File: config.mk
export PLATFORM = sky130hd
export DESIGN_NAME = alu_share_arbiter
export DESIGN_NICKNAME = d
export VERILOG_FILES = /design/src/rtl/alu_share_arbiter_pkg.sv /design/src/rtl/alu_share_arbiter_rr_arb2.sv /design/src/rtl/alu_share_arbiter.sv
export SDC_FILE = /design/constraint.sdc
export NUM_CORES = 1
export LEC_CHECK = 0
export ABC_AREA = 1
export ABC_CLOCK_PERIOD_IN_PS = 1500
export CORE_MARGIN = 3
export CORE_UTILIZATION = 35
export CTS_CLUSTER_DIAMETER = 30
export CTS_CLUSTER_SIZE = 14
export DETAILED_ROUTE_END_ITERATION = 10
export PLACE_DENSITY = 0.83
export RECOVER_POWER = 100
export SLEW_MARGIN = 25
export SYNTH_ARGS = -nofsm -noshare
export SYNTH_HDL_FRONTEND = slang
export SYNTH_SLANG_ARGS = --single-unit
export TNS_END_PERCENT = 50
File: constraint.sdc
create_clock -name clk -period 1.5 [get_ports clk]
set_input_delay 0.375 -clock clk [delete_from_list [all_inputs] [get_ports clk]]
set_output_delay 0.375 -clock clk [all_outputs]
set_load 0.005 [all_outputs]
File: src/rtl/alu_share_arbiter_pkg.sv
// Shared constants for the ALU sharing arbiter: ALU operation codes and arbiter FSM encodings.
package alu_share_arbiter_pkg;

  localparam logic [6:0] ALU_ADD  = 7'd0;
  localparam logic [6:0] ALU_SUB  = 7'd1;
  localparam logic [6:0] ALU_SLL  = 7'd2;
  localparam logic [6:0] ALU_REMU = 7'd3;
  localparam logic [6:0] ALU_AND  = 7'd4;
  localparam logic [6:0] ALU_OR   = 7'd5;
  localparam logic [6:0] ALU_XOR  = 7'd6;

  localparam logic [1:0] ARB_IDLE  = 2'd0;
  localparam logic [1:0] ARB_ISSUE = 2'd1;
  localparam logic [1:0] ARB_RESP  = 2'd2;

endpackage

File: src/rtl/alu_share_arbiter_rr_arb2.sv
// Two-way round-robin grant: with both requesters valid, the port that did not win last time wins.
module alu_share_arbiter_rr_arb2 (
  input  logic [1:0] valid,
  input  logic       last_grant,
  output logic       grant_valid,
  output logic       grant_idx
);

  assign grant_valid = |valid;

  always_comb begin
    grant_idx = valid[1];
    if (&valid) grant_idx = ~last_grant;
  end

endmodule

File: src/rtl/alu_share_arbiter.sv
// Shares one combinational ALU between the execute stage (port 0) and address-gen/branch (port 1).
// Optional saturating performance counters are enabled with `define ALU_SHARE_PERF_CNT_EN.
module alu_share_arbiter
  import alu_share_arbiter_pkg::*;
#(
  parameter int DATA_W = 32,
  parameter int OP_W   = 7
`ifdef ALU_SHARE_PERF_CNT_EN
  ,
  parameter int CNT_W  = 32
`endif
) (
  input  logic              clk,
  input  logic              rst_n,
  input  logic              req0_valid,
  output logic              req0_ready,
  input  logic [DATA_W-1:0] req0_ip1,
  input  logic [DATA_W-1:0] req0_ip2,
  input  logic [OP_W-1:0]   req0_op,
  output logic              rsp0_valid,
  input  logic              rsp0_ready,
  output logic [DATA_W-1:0] rsp0_result,
  output logic              rsp0_zero,
  input  logic              req1_valid,
  output logic              req1_ready,
  input  logic [DATA_W-1:0] req1_ip1,
  input  logic [DATA_W-1:0] req1_ip2,
  input  logic [OP_W-1:0]   req1_op,
  output logic              rsp1_valid,
  input  logic              rsp1_ready,
  output logic [DATA_W-1:0] rsp1_result,
  output logic              rsp1_zero,
  output logic [DATA_W-1:0] alu_ip1,
  output logic [DATA_W-1:0] alu_ip2,
  output logic [OP_W-1:0]   alu_operation,
  input  logic [DATA_W-1:0] alu_result,
  input  logic              alu_zero_flag,
`ifdef ALU_SHARE_PERF_CNT_EN
  output logic [CNT_W-1:0]  perf_grant0,
  output logic [CNT_W-1:0]  perf_grant1,
  output logic [CNT_W-1:0]  perf_stall,
`endif
  output logic [1:0]        state_dbg
);

  // Handshakes: a transfer happens on a rising edge where valid and ready are both 1.
  // Requesters hold valid and payload until ready; a response is held until rsp_ready.
  logic [1:0]        state;
  logic              last_grant;
  logic              owner;
  logic [DATA_W-1:0] ip1_q;
  logic [DATA_W-1:0] ip2_q;
  logic [OP_W-1:0]   op_q;
  logic [DATA_W-1:0] res_q;
  logic              zero_q;
  logic              grant_valid;
  logic              grant_idx;
  logic              in_idle;
  logic              rsp_take;

  alu_share_arbiter_rr_arb2 u_rr_arb2 (
    .valid       ({req1_valid, req0_valid}),
    .last_grant  (last_grant),
    .grant_valid (grant_valid),
    .grant_idx   (grant_idx)
  );

  assign in_idle    = (state == ARB_IDLE);
  assign req0_ready = in_idle && grant_valid && !grant_idx;
  assign req1_ready = in_idle && grant_valid && grant_idx;

  assign rsp0_valid  = (state == ARB_RESP) && !owner;
  assign rsp1_valid  = (state == ARB_RESP) && owner;
  assign rsp0_result = res_q;
  assign rsp1_result = res_q;
  assign rsp0_zero   = zero_q;
  assign rsp1_zero   = zero_q;
  assign rsp_take    = owner ? rsp1_ready : rsp0_ready;

  // Operand registers only change on capture, so the ALU inputs stay quiet between operations.
  assign alu_ip1       = ip1_q;
  assign alu_ip2       = ip2_q;
  assign alu_operation = op_q;
  assign state_dbg     = state;

  always_ff @(posedge clk or negedge rst_n) begin
    if (!rst_n) begin
      state      <= ARB_IDLE;
      last_grant <= 1'b1;
      owner      <= 1'b0;
      ip1_q      <= '0;
      ip2_q      <= '0;
      op_q       <= '0;
      res_q      <= '0;
      zero_q     <= 1'b0;
    end else begin
      case (state)
        ARB_IDLE: begin
          if (grant_valid) begin
            ip1_q      <= grant_idx ? req1_ip1 : req0_ip1;
            ip2_q      <= grant_idx ? req1_ip2 : req0_ip2;
            op_q       <= grant_idx ? req1_op  : req0_op;
            owner      <= grant_idx;
            last_grant <= grant_idx;
            state      <= ARB_ISSUE;
          end
        end
        ARB_ISSUE: begin
          res_q  <= alu_result;
          zero_q <= alu_zero_flag;
          state  <= ARB_RESP;
        end
        ARB_RESP: begin
          if (rsp_take) state <= ARB_IDLE;
        end
        default: state <= ARB_IDLE;
      endcase
    end
  end

`ifdef ALU_SHARE_PERF_CNT_EN
  logic stall_cycle;
  assign stall_cycle = (req0_valid && !req0_ready) || (req1_valid && !req1_ready);

  always_ff @(posedge clk or negedge rst_n) begin
    if (!rst_n) begin
      perf_grant0 <= '0;
      perf_grant1 <= '0;
      perf_stall  <= '0;
    end else begin
      if (req0_valid && req0_ready && (perf_grant0 != '1)) perf_grant0 <= perf_grant0 + CNT_W'(1);
      if (req1_valid && req1_ready && (perf_grant1 != '1)) perf_grant1 <= perf_grant1 + CNT_W'(1);
      if (stall_cycle && (perf_stall != '1)) perf_stall <= perf_stall + CNT_W'(1);
    end
  end
`endif

endmodule
[Word-level counts from Yosys, hierarchy flattened]
Cells that the tools add are included.
Word-level totals
  register bits: 108
  bits of input ports: 181
  output and inout port bits: 143
Operators by class
  equal/unequal tests: 4
  mux-type cells: 8
  bitwise gates (word level): 1
  reductions and logical operators: 12
Operators with widths (number)
  $mux 32: 2
  $mux 7: 1
  $pmux 2 s3: 1
  $reduce_and 2->1: 3
  $logic_and 1x1->1: 5
  $mux 2: 2
  $ne 2x2->1 const B: 2
  $eq 2x1->1 const B: 1
  $eq 2x2->1 const B: 1
  $logic_not 1->1: 2
  $logic_not 2->1: 1
  $mux 1: 2
  $reduce_or 2->1: 1
  $not 1->1: 1

[Logic depth before layout (Yosys ltp)]
  depth after elaboration: 4
  mapped depth: 8
  mapped depth without buffers: 6

[Hierarchy]
Synthesis repeated with hierarchy kept, for this count alone.
Second synthesis, totals
  cells, all modules: 732
  area total of the unflattened synthesis: 5312.6 um^2
By module, submodules not included
  alu_share_arbiter: instances 1, cells each 729, area each 5297.6 um^2, seq. area each 2703.8 um^2
  alu_share_arbiter_rr_arb2: instances 1, cells each 3, area each 15.0 um^2, seq. area each 0.0 um^2

[Worst setup path after synthesis]
No wires, ideal clock.
  path kind: register -> output
  start point: register last_grant
  end point: output port req0_ready
  data arrival time: 1.140 ns
  required time: 1.125 ns
  path slack: -0.015 ns
  cell stages (with the launch flop): 6
  path through: dfstp_2 nand2_1 nand2_2 buf_2 inv_2 nor2_1
On the way
  word-level cells in the longest chain between the ends: 4
Ends and longest elaborated chain
  start, declared: line alu_share_arbiter.sv:49  | logic last_grant;
  start signal, assigned: line alu_share_arbiter.sv:104  | last_grant <= grant_idx;
  $not 1->1: line alu_share_arbiter_rr_arb2.sv:13  | if (&valid) grant_idx = ~last_grant;
  $mux 1: line alu_share_arbiter_rr_arb2.sv:13
  $logic_not 1->1: line alu_share_arbiter.sv:69  | assign req0_ready = in_idle && grant_valid && !grant_idx;
  $logic_and 1x1->1: line alu_share_arbiter.sv:69
  end, declared: line alu_share_arbiter.sv:16  | output logic req0_ready,
Every way passes these cells.

[Worst setup path in the final report]
Same ends and word-level chain as after synthesis.

==> reports/results.ini <==
[route]
drc = 0
dr.pass1.iters = 4
wl_met1_mm = 7.35
vias_per_cell = 4.58
routedWlPerCell_um = 14.7
num_vias = 6090
final_antenna_net_count = 0
routed_wl_mm = 19.6
wl_met2_mm = 9.79
wl_met3_mm = 1.74
drt_iter0_drc = 233
maxUsedRoutingLayer = met5

[die]
ios = 324
core.rowCount = 46
die_w_um = 135
core_area_um2 = 16000
die_y_um = 135
initial_core_util = 0.361
dieArea_um2 = 18100

[yosys]
syn_avg_cell_area_um2 = 7.14
synth-seq-cells = 108
synth-simple-area-share = 0.347
ys_types = 16
synth_nets = 990
synth_ff_type = dfrtp_1
synth_area_um2 = 5780
synth-edff-count = 0
synth_area_leader_cell = dfrtp_1
synth_warnings = 0
synth-seq-area-share = 0.468
synth_common_cells = nand2_1 (286), nand3_1 (176), inv_1 (145)
yosysMostFrequentCell = nand2_1
synth_fa_ha_area_frac = 0
synthArstFlopShare = 1.00
synth-xor-area-share = 0
muxShareOfSynthArea = 0
synth_compound_gate_area_share = 0.000866
synth_cells = 809
synth.top_cell.area_share = 0.463
yosys-top-cells-area = dfrtp_1 (46%), nand2_1 (19%), nand3_1 (15%), inv_1 (9.4%), buf_4 (4.3%)
synth_top_family_by_area = simple AND/OR/NAND/NOR gates

[timing]
worstMarginPinSlew_ns = 0.771
slew_viol_final = 0
min_period_ns = 1.66
rsz0062_at_grt = true
fmax_mhz = 602
fin_ws_ns = -0.160
setup_violations = 49
maxSlewHeadroom = 0.486
fin_worst_skew_ns = 0.0149
hold_viol = 0
period_share = 1.11

[critical_path]
crit_chain = nand2_4 -> nand2_4 -> inv_2 -> nor2_4 -> buf_6
critPathMaxStageDelay_ns = 0.56
cp_max_fo = 4
crit_path_start_kind = flop
crit_type = flop to output port
cp_common_cell = nand2_4
slowest_stage = dfstp_2
end_kind = output port
crit_required_ns = 1.12
critPathArrivalTime_ns = 1.29

[clock_network]
cts_tree = done
htreeDepth = 3
clock-sinks = 108
clk_pin_slew_ns = 0.07
cts-root-buf = clkbuf_16
cts_buffers = 9
worstSkewPairLatency_ns = 0.34
cts_buffer_depth = 2

[grt]
grt_pass1_wl_mm = 30.1
grt_pass1_vias = 5813
grt_antenna_before_repair = 3
grt_util_all_layers = 0.209
gr-total-overflow = 0
grt_max_degree = 73

[placement]
gp_congestion = 0.833
place_inst = 1288
hpwl_mm = 14.4
io_buffers = 323

[run_status]
violations = setup timing
outcome = complete, but fails checks

[finish]
multi_input_area_um2 = 2040
fin_nets = 1287
drive_above_1_share = 0.0720
final_util = 0.581
syn_to_final_growth_pct = 60.8
instances_no_fill = 1329
fill_cells = 1563
regArea_um2 = 2700

[hold_path]
min_path_type = input pin to flop

[power_and_ir_drop]
power.density_nw_per_um2 = 1710
irDropWorstVdd_v = 0.000722
p_leak_uw = 0.00521

[run]
maxCapViolCount = 0

[report_power, final]
group	leakage, uW	switching (uW)	total [uW]	internal, uW
Clock	0.000156	1110	2630	1520
Combinational	0.00374	4160	8050	3890
Sequential	0.00131	838	5240	4400
Total	0.00521	6110	15900	9810
[metal layers]
metal,vias to the layer above,global-route usage
met5,-,0
met4,2,0.0803
met3,48,0.0615
met2,277,0.366
met1,2775,0.241
li1,2988,-
[critical path, delay by kind of cell (launching register included)]
kind / cells / cell delay [ns]
simple gates: 3 / 0.25
buf+inv: 2 / 0.15
flops: 1 / 0.56
[cell usage in the layout (no fill, tap or decap), types with 2 or more instances in the layout]
cell type          n
clkdlybuf4s50_1  177
dlygate4sd2_1    124
clkbuf_1           7
clkbuf_16          9
bufinv_16          2
nand2_1          285
nand2_4            3
buf_2              5
dfrtp_1          107
inv_1            144
clkbuf_8           2
clkinvlp_4         2
inv_2              5
nor2_1             2
diode_2            2
buf_6              9
nor2_2             2
nand3_1          176
nor2_4             3
inv_6              2
clkbuf_2           5
clkdlybuf4s15_1    7
clkbuf_4           3
buf_4             25
[state kept, by name, summed over array words and instances (netlist names)]
| register | flops |
|---|---|
| alu_ip1 | 32 |
| alu_ip2 | 32 |
| state_dbg | 2 |
| rsp0_zero | 1 |
| last_grant | 1 |
| alu_operation | 7 |
| rsp0_result | 32 |
| owner | 1 |
[what timing repair did]
action                     4_1_cts  5_1_grt
setup endpoints to repair      215      115
pin swaps                        0        2
hold endpoints to repair         8        0
hold buffers                     1        0
gates resized for setup        188       17
buffers inserted                21        1
[stage by stage]
stage | setup WS (ns) | total power, uW | area, um^2 | TNS, ns | hold slack [ns]
final | -0.160 | 15900 | 9290 | -1.54 | 0.472
after global routing | -0.232 | 17200 | 9290 | -12.21 | 0.485
after floorplan | 0.0199 | 9360 | 5780 | 0 | 0.0794
after detailed placement | -0.624 | 14300 | 8960 | -39.65 | 0.222
after global placement | -0.667 | 14100 | 8960 | -37.50 | 0.226
after CTS | -0.201 | 16100 | 9310 | -10.18 | 0.392
[path summary, 6_finish.rpt]
kind / slack, ns / startpoint / to / depth (start not counted)
hold reg to reg: 0.47 / alu_ip2[23] / alu_ip2[23] / 2
max in group asynchronous: 0.06 / rst_n / last_grant / 3
setup reg to reg: -0.09 / last_grant / alu_ip2[4] / 5
min in group asynchronous: 0.53 / rst_n / rsp0_result[27] / 2
hold / removal: 0.47 / req1_valid / last_grant / 5
setup / recovery: -0.16 / last_grant / req0_ready / 5
[cell type report]
cell class | count | share of cell area
Clock inverter | 6 | 0.00996
Antenna cell | 2 | 0.000539
Inverter | 149 | 0.0602
Tap cell | 216 | 0.0291
Multi-Input combinational cell | 472 | 0.220
Sequential cell | 108 | 0.291
Clock buffer | 10 | 0.0257
Timing Repair Buffer | 366 | 0.364
[cells by family (layout without fill, tap and decap cells)]
logic type             count (synthesis)  count (layout)
AND/OR/NAND/NOR                      471             471
buffers and inverters                229             531
flip-flops                           108             108
AO/OA/AOI/OAI                          1               1
other                                  0               2
Power figures use the tool's default switching activity.
